$ cat src/rtl/mips_bus_lsu_arbiter.sv
// mips_bus_lsu_arbiter
// Avalon-MM master shared by the instruction-fetch port and the load/store
// port. One access at a time: IDLE picks a winner, BUS runs the Avalon
// cycle, RESP returns a one-cycle ready pulse to the owner. Byte lanes,
// write-data replication, load extraction, misalignment and an optional
// waitrequest timeout are handled here so the core sees word-agnostic ports.

module mips_bus_lsu_arbiter #(
  parameter int ADDR_W        = 32,
  parameter int DATA_PRIORITY = 1,
  parameter int TIMEOUT       = 0
) (
  input  logic              clk,
  input  logic              reset,
  input  logic              fetch_req,
  input  logic [ADDR_W-1:0] fetch_addr,
  output logic              fetch_ready,
  output logic [31:0]       fetch_rdata,
  output logic              fetch_err,
  input  logic              data_req,
  input  logic              data_we,
  input  logic [1:0]        data_size,
  input  logic              data_signed,
  input  logic [ADDR_W-1:0] data_addr,
  input  logic [31:0]       data_wdata,
  output logic              data_ready,
  output logic [31:0]       data_rdata,
  output logic              data_err,
  output logic [ADDR_W-1:0] address,
  output logic              read,
  output logic              write,
  input  logic              waitrequest,
  output logic [31:0]       writedata,
  output logic [3:0]        byteenable,
  input  logic [31:0]       readdata
);

  localparam int CNT_W = (TIMEOUT > 1) ? $clog2(TIMEOUT + 1) : 1;
  // Counter value seen on the edge of the last permitted stall cycle.
  localparam logic [CNT_W-1:0] CNT_LAST = CNT_W'((TIMEOUT > 0) ? TIMEOUT - 1 : 0);
  localparam logic TIMEOUT_EN = (TIMEOUT > 0);
  localparam logic DATA_FIRST = (DATA_PRIORITY != 0);

  typedef enum logic [1:0] {
    ST_IDLE = 2'd0,
    ST_BUS  = 2'd1,
    ST_RESP = 2'd2
  } state_t;

  // Size 11 and any access not on its natural boundary is rejected.
  function automatic logic misaligned(input logic [1:0] size, input logic [1:0] lane);
    logic bad;
    case (size)
      2'b00:   bad = 1'b0;
      2'b01:   bad = lane[0];
      2'b10:   bad = (lane != 2'b00);
      default: bad = 1'b1;
    endcase
    return bad;
  endfunction

  function automatic logic [3:0] lane_enables(input logic [1:0] size, input logic [1:0] lane);
    logic [3:0] be;
    case (size)
      2'b00:   be = 4'b0001 << lane;
      2'b01:   be = lane[1] ? 4'b1100 : 4'b0011;
      default: be = 4'b1111;
    endcase
    return be;
  endfunction

  // Store data is right-justified by the core; copy it onto every lane so
  // byteenable alone selects what the slave writes.
  function automatic logic [31:0] lane_replicate(input logic [1:0] size, input logic [31:0] wd);
    logic [31:0] rep;
    case (size)
      2'b00:   rep = {4{wd[7:0]}};
      2'b01:   rep = {2{wd[15:0]}};
      default: rep = wd;
    endcase
    return rep;
  endfunction

  // Little-endian lane extraction with optional sign extension.
  function automatic logic [31:0] load_extract(input logic [31:0] rd, input logic [1:0] size,
                                               input logic [1:0] lane, input logic sgn);
    logic [31:0] sh;
    logic [31:0] res;
    sh = rd >> {lane, 3'b000};
    case (size)
      2'b00:   res = {{24{sgn & sh[7]}}, sh[7:0]};
      2'b01:   res = {{16{sgn & sh[15]}}, sh[15:0]};
      default: res = rd;
    endcase
    return res;
  endfunction

  state_t            state_r, state_s;
  logic              owner_r, owner_s;     // 1 = data port owns the bus
  logic [1:0]        size_r, size_s;
  logic              signed_r, signed_s;
  logic [1:0]        lane_r, lane_s;
  logic [CNT_W-1:0]  cnt_r, cnt_s;
  logic [ADDR_W-1:0] address_s;
  logic              read_s, write_s;
  logic [31:0]       writedata_s;
  logic [3:0]        byteenable_s;
  logic              fetch_ready_s, fetch_err_s, data_ready_s, data_err_s;
  logic [31:0]       fetch_rdata_s, data_rdata_s;

  // State register and every output register; reset leaves the bus quiet.
  always_ff @(posedge clk or negedge reset) begin
    if (!reset) begin
      state_r     <= ST_IDLE;
      owner_r     <= 1'b0;
      size_r      <= 2'b00;
      signed_r    <= 1'b0;
      lane_r      <= 2'b00;
      cnt_r       <= {CNT_W{1'b0}};
      address     <= {ADDR_W{1'b0}};
      read        <= 1'b0;
      write       <= 1'b0;
      writedata   <= 32'h0000_0000;
      byteenable  <= 4'b0000;
      fetch_ready <= 1'b0;
      fetch_err   <= 1'b0;
      fetch_rdata <= 32'h0000_0000;
      data_ready  <= 1'b0;
      data_err    <= 1'b0;
      data_rdata  <= 32'h0000_0000;
    end else begin
      state_r     <= state_s;
      owner_r     <= owner_s;
      size_r      <= size_s;
      signed_r    <= signed_s;
      lane_r      <= lane_s;
      cnt_r       <= cnt_s;
      address     <= address_s;
      read        <= read_s;
      write       <= write_s;
      writedata   <= writedata_s;
      byteenable  <= byteenable_s;
      fetch_ready <= fetch_ready_s;
      fetch_err   <= fetch_err_s;
      fetch_rdata <= fetch_rdata_s;
      data_ready  <= data_ready_s;
      data_err    <= data_err_s;
      data_rdata  <= data_rdata_s;
    end
  end

  // Next state and next register values; responses default to idle zeros.
  always_comb begin
    state_s       = state_r;
    owner_s       = owner_r;
    size_s        = size_r;
    signed_s      = signed_r;
    lane_s        = lane_r;
    cnt_s         = cnt_r;
    address_s     = address;
    read_s        = read;
    write_s       = write;
    writedata_s   = writedata;
    byteenable_s  = byteenable;
    fetch_ready_s = 1'b0;
    fetch_err_s   = 1'b0;
    fetch_rdata_s = 32'h0000_0000;
    data_ready_s  = 1'b0;
    data_err_s    = 1'b0;
    data_rdata_s  = 32'h0000_0000;
    case (state_r)
      ST_IDLE: begin
        if (data_req && (!fetch_req || DATA_FIRST)) begin
          owner_s  = 1'b1;
          size_s   = data_size;
          signed_s = data_signed;
          lane_s   = data_addr[1:0];
          if (misaligned(data_size, data_addr[1:0])) begin
            data_ready_s = 1'b1;
            data_err_s   = 1'b1;
            state_s      = ST_RESP;
          end else begin
            address_s    = {data_addr[ADDR_W-1:2], 2'b00};
            read_s       = ~data_we;
            write_s      = data_we;
            byteenable_s = lane_enables(data_size, data_addr[1:0]);
            writedata_s  = lane_replicate(data_size, data_wdata);
            cnt_s        = {CNT_W{1'b0}};
            state_s      = ST_BUS;
          end
        end else if (fetch_req) begin
          owner_s = 1'b0;
          if (fetch_addr[1:0] != 2'b00) begin
            fetch_ready_s = 1'b1;
            fetch_err_s   = 1'b1;
            state_s       = ST_RESP;
          end else begin
            address_s    = {fetch_addr[ADDR_W-1:2], 2'b00};
            read_s       = 1'b1;
            write_s      = 1'b0;
            byteenable_s = 4'b1111;
            cnt_s        = {CNT_W{1'b0}};
            state_s      = ST_BUS;
          end
        end else begin
          state_s = ST_IDLE;
        end
      end
      ST_BUS: begin
        if (!waitrequest) begin
          read_s  = 1'b0;
          write_s = 1'b0;
          state_s = ST_RESP;
          if (owner_r) begin
            data_ready_s = 1'b1;
            data_rdata_s = write ? 32'h0000_0000 : load_extract(readdata, size_r, lane_r, signed_r);
          end else begin
            fetch_ready_s = 1'b1;
            fetch_rdata_s = readdata;
          end
        end else if (TIMEOUT_EN && (cnt_r == CNT_LAST)) begin
          // Slave stalled too long: abandon the cycle and report an error.
          read_s  = 1'b0;
          write_s = 1'b0;
          state_s = ST_RESP;
          if (owner_r) begin
            data_ready_s = 1'b1;
            data_err_s   = 1'b1;
          end else begin
            fetch_ready_s = 1'b1;
            fetch_err_s   = 1'b1;
          end
        end else begin
          cnt_s = cnt_r + CNT_W'(1);
        end
      end
      ST_RESP: begin
        state_s = ST_IDLE;
      end
      default: begin
        state_s = ST_IDLE;
        read_s  = 1'b0;
        write_s = 1'b0;
      end
    endcase
  end

endmodule
$ cat config.mk
export PLATFORM = sky130hd
export DESIGN_NAME = mips_bus_lsu_arbiter
export DESIGN_NICKNAME = d
export VERILOG_FILES = /design/src/rtl/mips_bus_lsu_arbiter.sv
export SDC_FILE = /design/constraint.sdc
export NUM_CORES = 1
export LEC_CHECK = 0
export CAP_MARGIN = 20
export CORE_AREA = 2 2 136 111
export CTS_CLUSTER_SIZE = 16
export DETAILED_ROUTE_END_ITERATION = 8
export DIE_AREA = 0 0 138 113
export PLACE_DENSITY = 0.83
export SKIP_CTS_REPAIR_TIMING = 1
export SYNTH_ARGS = -nofsm -noshare
export SYNTH_HDL_FRONTEND = slang
export SYNTH_SLANG_ARGS = --single-unit
$ cat constraint.sdc
create_clock -name clk -period 2.98 [get_ports clk]
set_clock_uncertainty 0.05 [all_clocks]
set_input_delay 0.298 -clock clk [delete_from_list [all_inputs] [get_ports clk]]
set_output_delay 0.298 -clock clk [all_outputs]
set_load 0.03 [all_outputs]
==> flow_summary.yaml, run 1 <==
final_layout:
  n_fill_cell: 982
  final_nets: 940
  syn2layout_area_growth_pct: 55.2
  multi_input_area_sq_um: 2630
  ff_latch_area_sq_um: 3600
  final_design_area_no_fill_sq_um: 9970
  drive_gt1_frac: 0.164
  fin_util: 0.705
  diodes: 0
routing:
  routed_wl_microns: 18400
  wl_per_cell_microns: 18.4
  num_vias: 5192
  vias_per_cell: 5.19
  ant_nets: 0
  drcViolationCount: 0
  drtIter0Drc: 298
  dr.pass1.iters: 7
logic_synthesis:
  synth-edff-count: 0
  syn_avg_cell_area_sq_um: 12.1
  ys.flop_type: "dfrtp_1"
  synth_warnings: 0
  synth_area_leaders: "dfrtp_1 (56%), mux2_2 (12%), mux2i_1 (6.4%), a21o_1 (3.7%), and2_1 (3.1%)"
  syn_inst: 532
  synth.top_cell.area_share: 0.561
  ys_top_cells_by_count: "dfrtp_1 (144), mux2_2 (67), mux2i_1 (41)"
  ys_ff_latch: 144
  synth_most_common_cell: "dfrtp_1"
  synth_top_family_by_area: "multiplexers"
  ys_async_sr_fraction: 1.00
  syn_area_sq_um: 6420
  synth_xor_xnor_area_share: 0
  yosysTopAreaCell: "dfrtp_1"
  synthMuxAreaShare: 0.192
  ys_seq_area_frac: 0.561
  synth-simple-area-share: 0.0911
  synth_fa_ha_area_frac: 0
  synth_cell_types: 45
  synth-compound-area-share: 0.122
pwr:
  p_comb_frac: 0.449
  ir_drop_v: 0.000672
  switching_share: 0.378
  p_sw_mw: 3.50
  clock_power_share: 0.233
  cellLeakagePower_nw: 4.54
  seq_power_share: 0.318
  power_mw: 9.26
  internal-power_mw: 5.76
  power_density_nw_per_um2: 928
die:
  placementRows: 39
  die_area_sq_um: 15600
  start_util: 0.454
  core_sq_um: 14200
  die_y_microns: 113
  io-pin-count: 275
  die_w_microns: 138
grt:
  gr-usage-all-layers: 0.239
  antenna_found_initial: 0
  grt_start_max_net_pins: 72
  use_met2: 0.410
  top_usage_layer: "met2"
  grtUsageMet3: 0.0880
  grt_pass1_vias: 5467
  grt_pass1_wl_microns: 29200
  grt-ovfl-total: 0
  use_met1: 0.276
timing:
  finalSetupViolations: 0
  min_period_over_period: 0.706
  finalMaxSlewViolations: 0
  hold_viol_final: 0
  holdWs_ps: 432
  period_needed_ps: 2100
  rsz0062_at_grt: "false"
  finalSetupTns_ps: 0
  slew_headroom: 0.431
  worst_pin_slew_ps: 851
  clock.fmax_mhz: 475
setup_path:
  crit_family: "compound AO/OA/AOI/OAI gates"
  crit_start: "data_addr[0]"
  cpMaxStageDelayCell: "clkdlybuf4s50_1"
  crit_cells: 6
  r2r-end: "data_rdata[17]$_DFF_PN0_"
  critPathCaptureType: "flip-flop"
  crit_arrival_ps: 2350
  r2r_cells: 6
  timing.rr.start: "lane_r[1]$_DFFE_PN0P_"
  critPathBufInv: 2
  rrSetupSlack_ps: 1120
  startpoint_type: "input port"
  path_cells: "clkdlybuf4s50_1, a21oi_1, o21ai_2, a21boi_4, buf_12, mux2_2"
  critPathRequiredTime_ps: 3220
  worstSetupEndpoint: "address[13]$_DFFE_PN0P_"
  path_class: "input port to flip-flop"
  cp_max_fo: 30
  critPathMaxStageDelay_ps: 530
placement:
  dp_hpwl_microns: 13900
  dpl_cell_area_sq_um: 9360
  place_congestion: 0.818
  portBuffers: 272
clock_network:
  cts_buffers: 17
  cts.htree.levels: 4
  clock_sinks: 144
  cts-root-buf: "clkbuf_16"
  cts_tree: "done"
  clk_path_buf_depth: 2
  worstSkewPairLatency_ps: 420
  cts.clk_slew.worst_paths_ps: 60
worst_hold_path:
  hp-class: "input port to asynchronous set/reset pin"
run:
  max_cap_violations: 0
status:
  status: "complete, no violations"
## sequential cells by signal, summed over array words and instances, names as in the netlist
| register | cells |
|---|---|
| fetch_rdata | 32 |
| write | 1 |
| state_r | 2 |
| lane_r | 2 |
| data_rdata | 32 |
| size_r | 2 |
| read | 1 |
| address | 30 |
| byteenable | 4 |
| writedata | 32 |
| data_ready | 1 |
| fetch_err | 1 |
| owner_r | 1 |
| fetch_ready | 1 |
| data_err | 1 |
| signed_r | 1 |
## logic make-up (layout without fill, tap and decap cells)
kind of cell / after synthesis / after routing
AO/OA/AOI/OAI: 116 / 116
buffers and inverters: 46 / 329
flip-flops: 144 / 144
multiplexers: 114 / 114
other: 1 / 2
AND/OR/NAND/NOR: 111 / 111
## per-layer routing
metal  vias up  wire, microns
li1       2405              -
met1      2525           7390
met2       228           9050
met3        34           1470
met4         0            450
met5         -              0
## worst min-delay path by stage
| stage | endpoint | slack [ps] | startpoint | cells after the start |
|---|---|---|---|---|
| 3_5_place_dp | fetch_rdata[28]$_DFF_PN0_ | 300 | reset | 1 |
| 4_1_cts | fetch_rdata[27]$_DFF_PN0_ | -160 | reset | 1 |
| 6_report | fetch_rdata[28]$_DFF_PN0_ | 430 | reset | 2 |
| 2_1_floorplan | address[10]$_DFFE_PN0P_ | -50 | reset | 0 |
| 3_3_place_gp | fetch_rdata[27]$_DFF_PN0_ | 280 | reset | 1 |
| 5_1_grt | fetch_rdata[0]$_DFF_PN0_ | 430 | readdata[0] | 2 |
## area by class of cell
| type | count | area share |
|---|---|---|
| flip-flops and latches | 144 | 0.361 |
| repair buffers | 289 | 0.289 |
| multi-input cells | 343 | 0.263 |
| clock buffers | 19 | 0.0444 |
| well taps | 184 | 0.0231 |
| clock inverters | 13 | 0.0163 |
| inverters | 8 | 0.00301 |
## power by group through the flow
| stage | Sequential [mW] | Combinational (mW) | Clock, mW |
|---|---|---|---|
| 6_report | 2.94 | 4.16 | 2.16 |
| 5_1_grt | 3.01 | 4.40 | 2.29 |
| 4_1_cts | 2.94 | 4.17 | 2.21 |
| 3_5_place_dp | 2.95 | 4.16 | 0 |
| 3_3_place_gp | 2.93 | 4.08 | 0 |
| 2_1_floorplan | 3.99 | 1.33 | 0 |
## per-stage QoR
stage	worst slack, ps	cells
floorplan	1130	533
global placement	568	967
detailed placement	479	967
CTS	912	999
global route	794	1000
finish	877	1000
## layout by cell type (no fill, tap or decap), drive strengths merged, types with 9 or more instances in the layout
| cell | instances |
|---|---|
| a21o | 32 |
| a21oi | 27 |
| and2 | 33 |
| buf | 17 |
| clkbuf | 19 |
| clkdlybuf4s50 | 271 |
| dfrtp | 144 |
| inv | 9 |
| mux2 | 73 |
| mux2i | 41 |
| nand2 | 27 |
| nor2 | 31 |
| o21ai | 37 |
(Power assumes the default switching activity.)
==> run 2, diff against run 1 <==
- CORE_AREA: 2 2 136 111 -> 2 2 140 115
- DIE_AREA: 0 0 138 113 -> 0 0 142 117
- PLACE_DENSITY: 0.83 -> 0.78
- clock period: 2.98 -> 2 ns (I/O delays scaled with it)
==> flow_summary.yaml, run 2 (synthesis gave the netlist of run 1 again) <==
timing:
  min_period_over_period: 0.936
  hold_viol_final: 0
  period_needed_ps: 1870
  slew_headroom: 0.406
  finalMaxSlewViolations: 0
  worst_pin_slew_ps: 887
  finalSetupTns_ps: 0
  clock.fmax_mhz: 534
  rsz0062_at_grt: "false"
  finalSetupViolations: 0
setup_path:
  path_cells: "buf_4, mux2i_1, nor2_1, o21ai_0, a21oi_1"
  critPathBufInv: 1
  startpoint_type: "flip-flop"
  timing.rr.start: "lane_r[0]$_DFFE_PN0P_"
  critPathCaptureType: "flip-flop"
  critPathMaxStageDelay_ps: 600
  r2r_cells: 5
  critPathRequiredTime_ps: 2220
  cp_max_fo: 12
  r2r-end: "data_rdata[12]$_DFF_PN0_"
  crit_start: "lane_r[0]$_DFFE_PN0P_"
  path_class: "flip-flop to flip-flop"
  crit_family: "flip-flops"
  rrSetupSlack_ps: 130
  cpMaxStageDelayCell: "dfrtp_1"
  crit_arrival_ps: 2090
pwr:
  cellLeakagePower_nw: 4.66
  power_density_nw_per_um2: 1370
  ir_drop_v: 0.000844
  power_mw: 13.9
routing:
  drtIter0Drc: 258
  drcViolationCount: 0
  vias_per_cell: 5.06
  ant_nets: 0
  wl_per_cell_microns: 17.8
  num_vias: 5212
  routed_wl_microns: 18400
  dr.pass1.iters: 4
grt:
  grt_pass1_vias: 5443
  grt-ovfl-total: 0
  antenna_found_initial: 0
  grt_pass1_wl_microns: 28400
  grt_start_max_net_pins: 65
  gr-usage-all-layers: 0.222
die:
  io-pin-count: 275
  die_area_sq_um: 16600
  core_sq_um: 15300
  start_util: 0.419
  die_y_microns: 117
  die_w_microns: 142
  placementRows: 41
clock_network:
  cts-root-buf: "clkbuf_16"
  cts_buffers: 17
  worstSkewPairLatency_ps: 410
  cts.clk_slew.worst_paths_ps: 60
  clk_path_buf_depth: 2
  clock_sinks: 144
  cts.htree.levels: 4
  cts_tree: "done"
final_layout:
  top_regs: "data_rdata x32, fetch_rdata x32, writedata x32"
  diodes: 0
  final_common_cell: "clkdlybuf4s50_1"
  layout_common_cells: "clkdlybuf4s50_1 (271), dfrtp_1 (144), mux2_2 (67), mux2i_1 (41), o21ai_0 (35)"
  syn2layout_area_growth_pct: 58.7
  fin_util: 0.665
  drive_gt1_frac: 0.186
  final_nets: 962
  stdcell_count: 1031
run:
  max_cap_violations: 0
placement:
  place_congestion: 0.849
  dp.cells: 998
  dp_hpwl_microns: 14200
  portBuffers: 272
worst_hold_path:
  hp-class: "input port to asynchronous set/reset pin"
status:
  status: "complete, no violations"
-- run 2: changes by cell type in the layout (fill, tap and decap cells not counted), sizes merged --
| cell | before | now |
|---|---|---|
| buf | 17 | 39 |
| clkbuf | 19 | 20 |
| clkinv | 6 | 4 |
| inv | 9 | 10 |
-- run 2: metal layers --
| metal | vias up | part of all wire | routed length [microns] | GRT usage |
|---|---|---|---|---|
| met5 | - | 0 | 0 | 0 |
| met4 | 0 | 0.014 | 253 | 0.0793 |
| met3 | 19 | 0.078 | 1440 | 0.0708 |
| met2 | 189 | 0.51 | 9290 | 0.382 |
| met1 | 2561 | 0.40 | 7410 | 0.266 |
| li1 | 2443 | - | - | - |
-- run 2: how the worst max path moves through the flow --
stage,endpoint,slack (ps),cells after the start
after global routing,data_rdata[12]$_DFF_PN0_,40,5
final,data_rdata[12]$_DFF_PN0_,130,5
after global placement,address[6]$_DFFE_PN0P_,-130,6
after detailed placement,address[12]$_DFFE_PN0P_,-140,6
after CTS,data_rdata[13]$_DFF_PN0_,170,5
after floorplan,address[10]$_DFFE_PN0P_,250,6
-- run 2: cell type report --
class                   count  area [sq um]
flip-flops and latches    144          3600
repair buffers            311          3080
well taps                 193           241
clock inverters            12           158
fillers                  1155          5140
clock buffers              20           457
inverters                   8          30.0
multi-input cells         343          2630
-- run 2: where the power goes --
group          leakage, nW  internal (mW)  switching, mW
Sequential            1.85           3.82          0.592
Clock                0.293           2.03           1.22
Combinational         2.52           2.84           3.44
Total                 4.66           8.70           5.25
-- run 2: per-stage QoR --
stage / worst slack [ps] / cell area, sq um / hold WS, ps
2_1_floorplan: 247 / 6430 / -146
3_3_place_gp: -132 / 9570 / 117
3_5_place_dp: -145 / 9570 / 125
4_1_cts: 167 / 10200 / -330
5_1_grt: 41.6 / 10200 / 279
6_report: 127 / 10200 / 240
==> run 3, diff against run 2 <==
--- a/constraint.sdc
+++ b/constraint.sdc
@@ -4,2 +4,2 @@
 set_output_delay 0.2 -clock clk [all_outputs]
-set_load 0.03 [all_outputs]
+set_load 0.005 [all_outputs]
==> results of run 3 <==
The final DEF is identical to that of run 2. Status: complete, no violations.
Main changes from that run: total power 13.9 mW -> 12.3 mW; worst IR drop on VDD 0.000844 V -> 0.000658 V
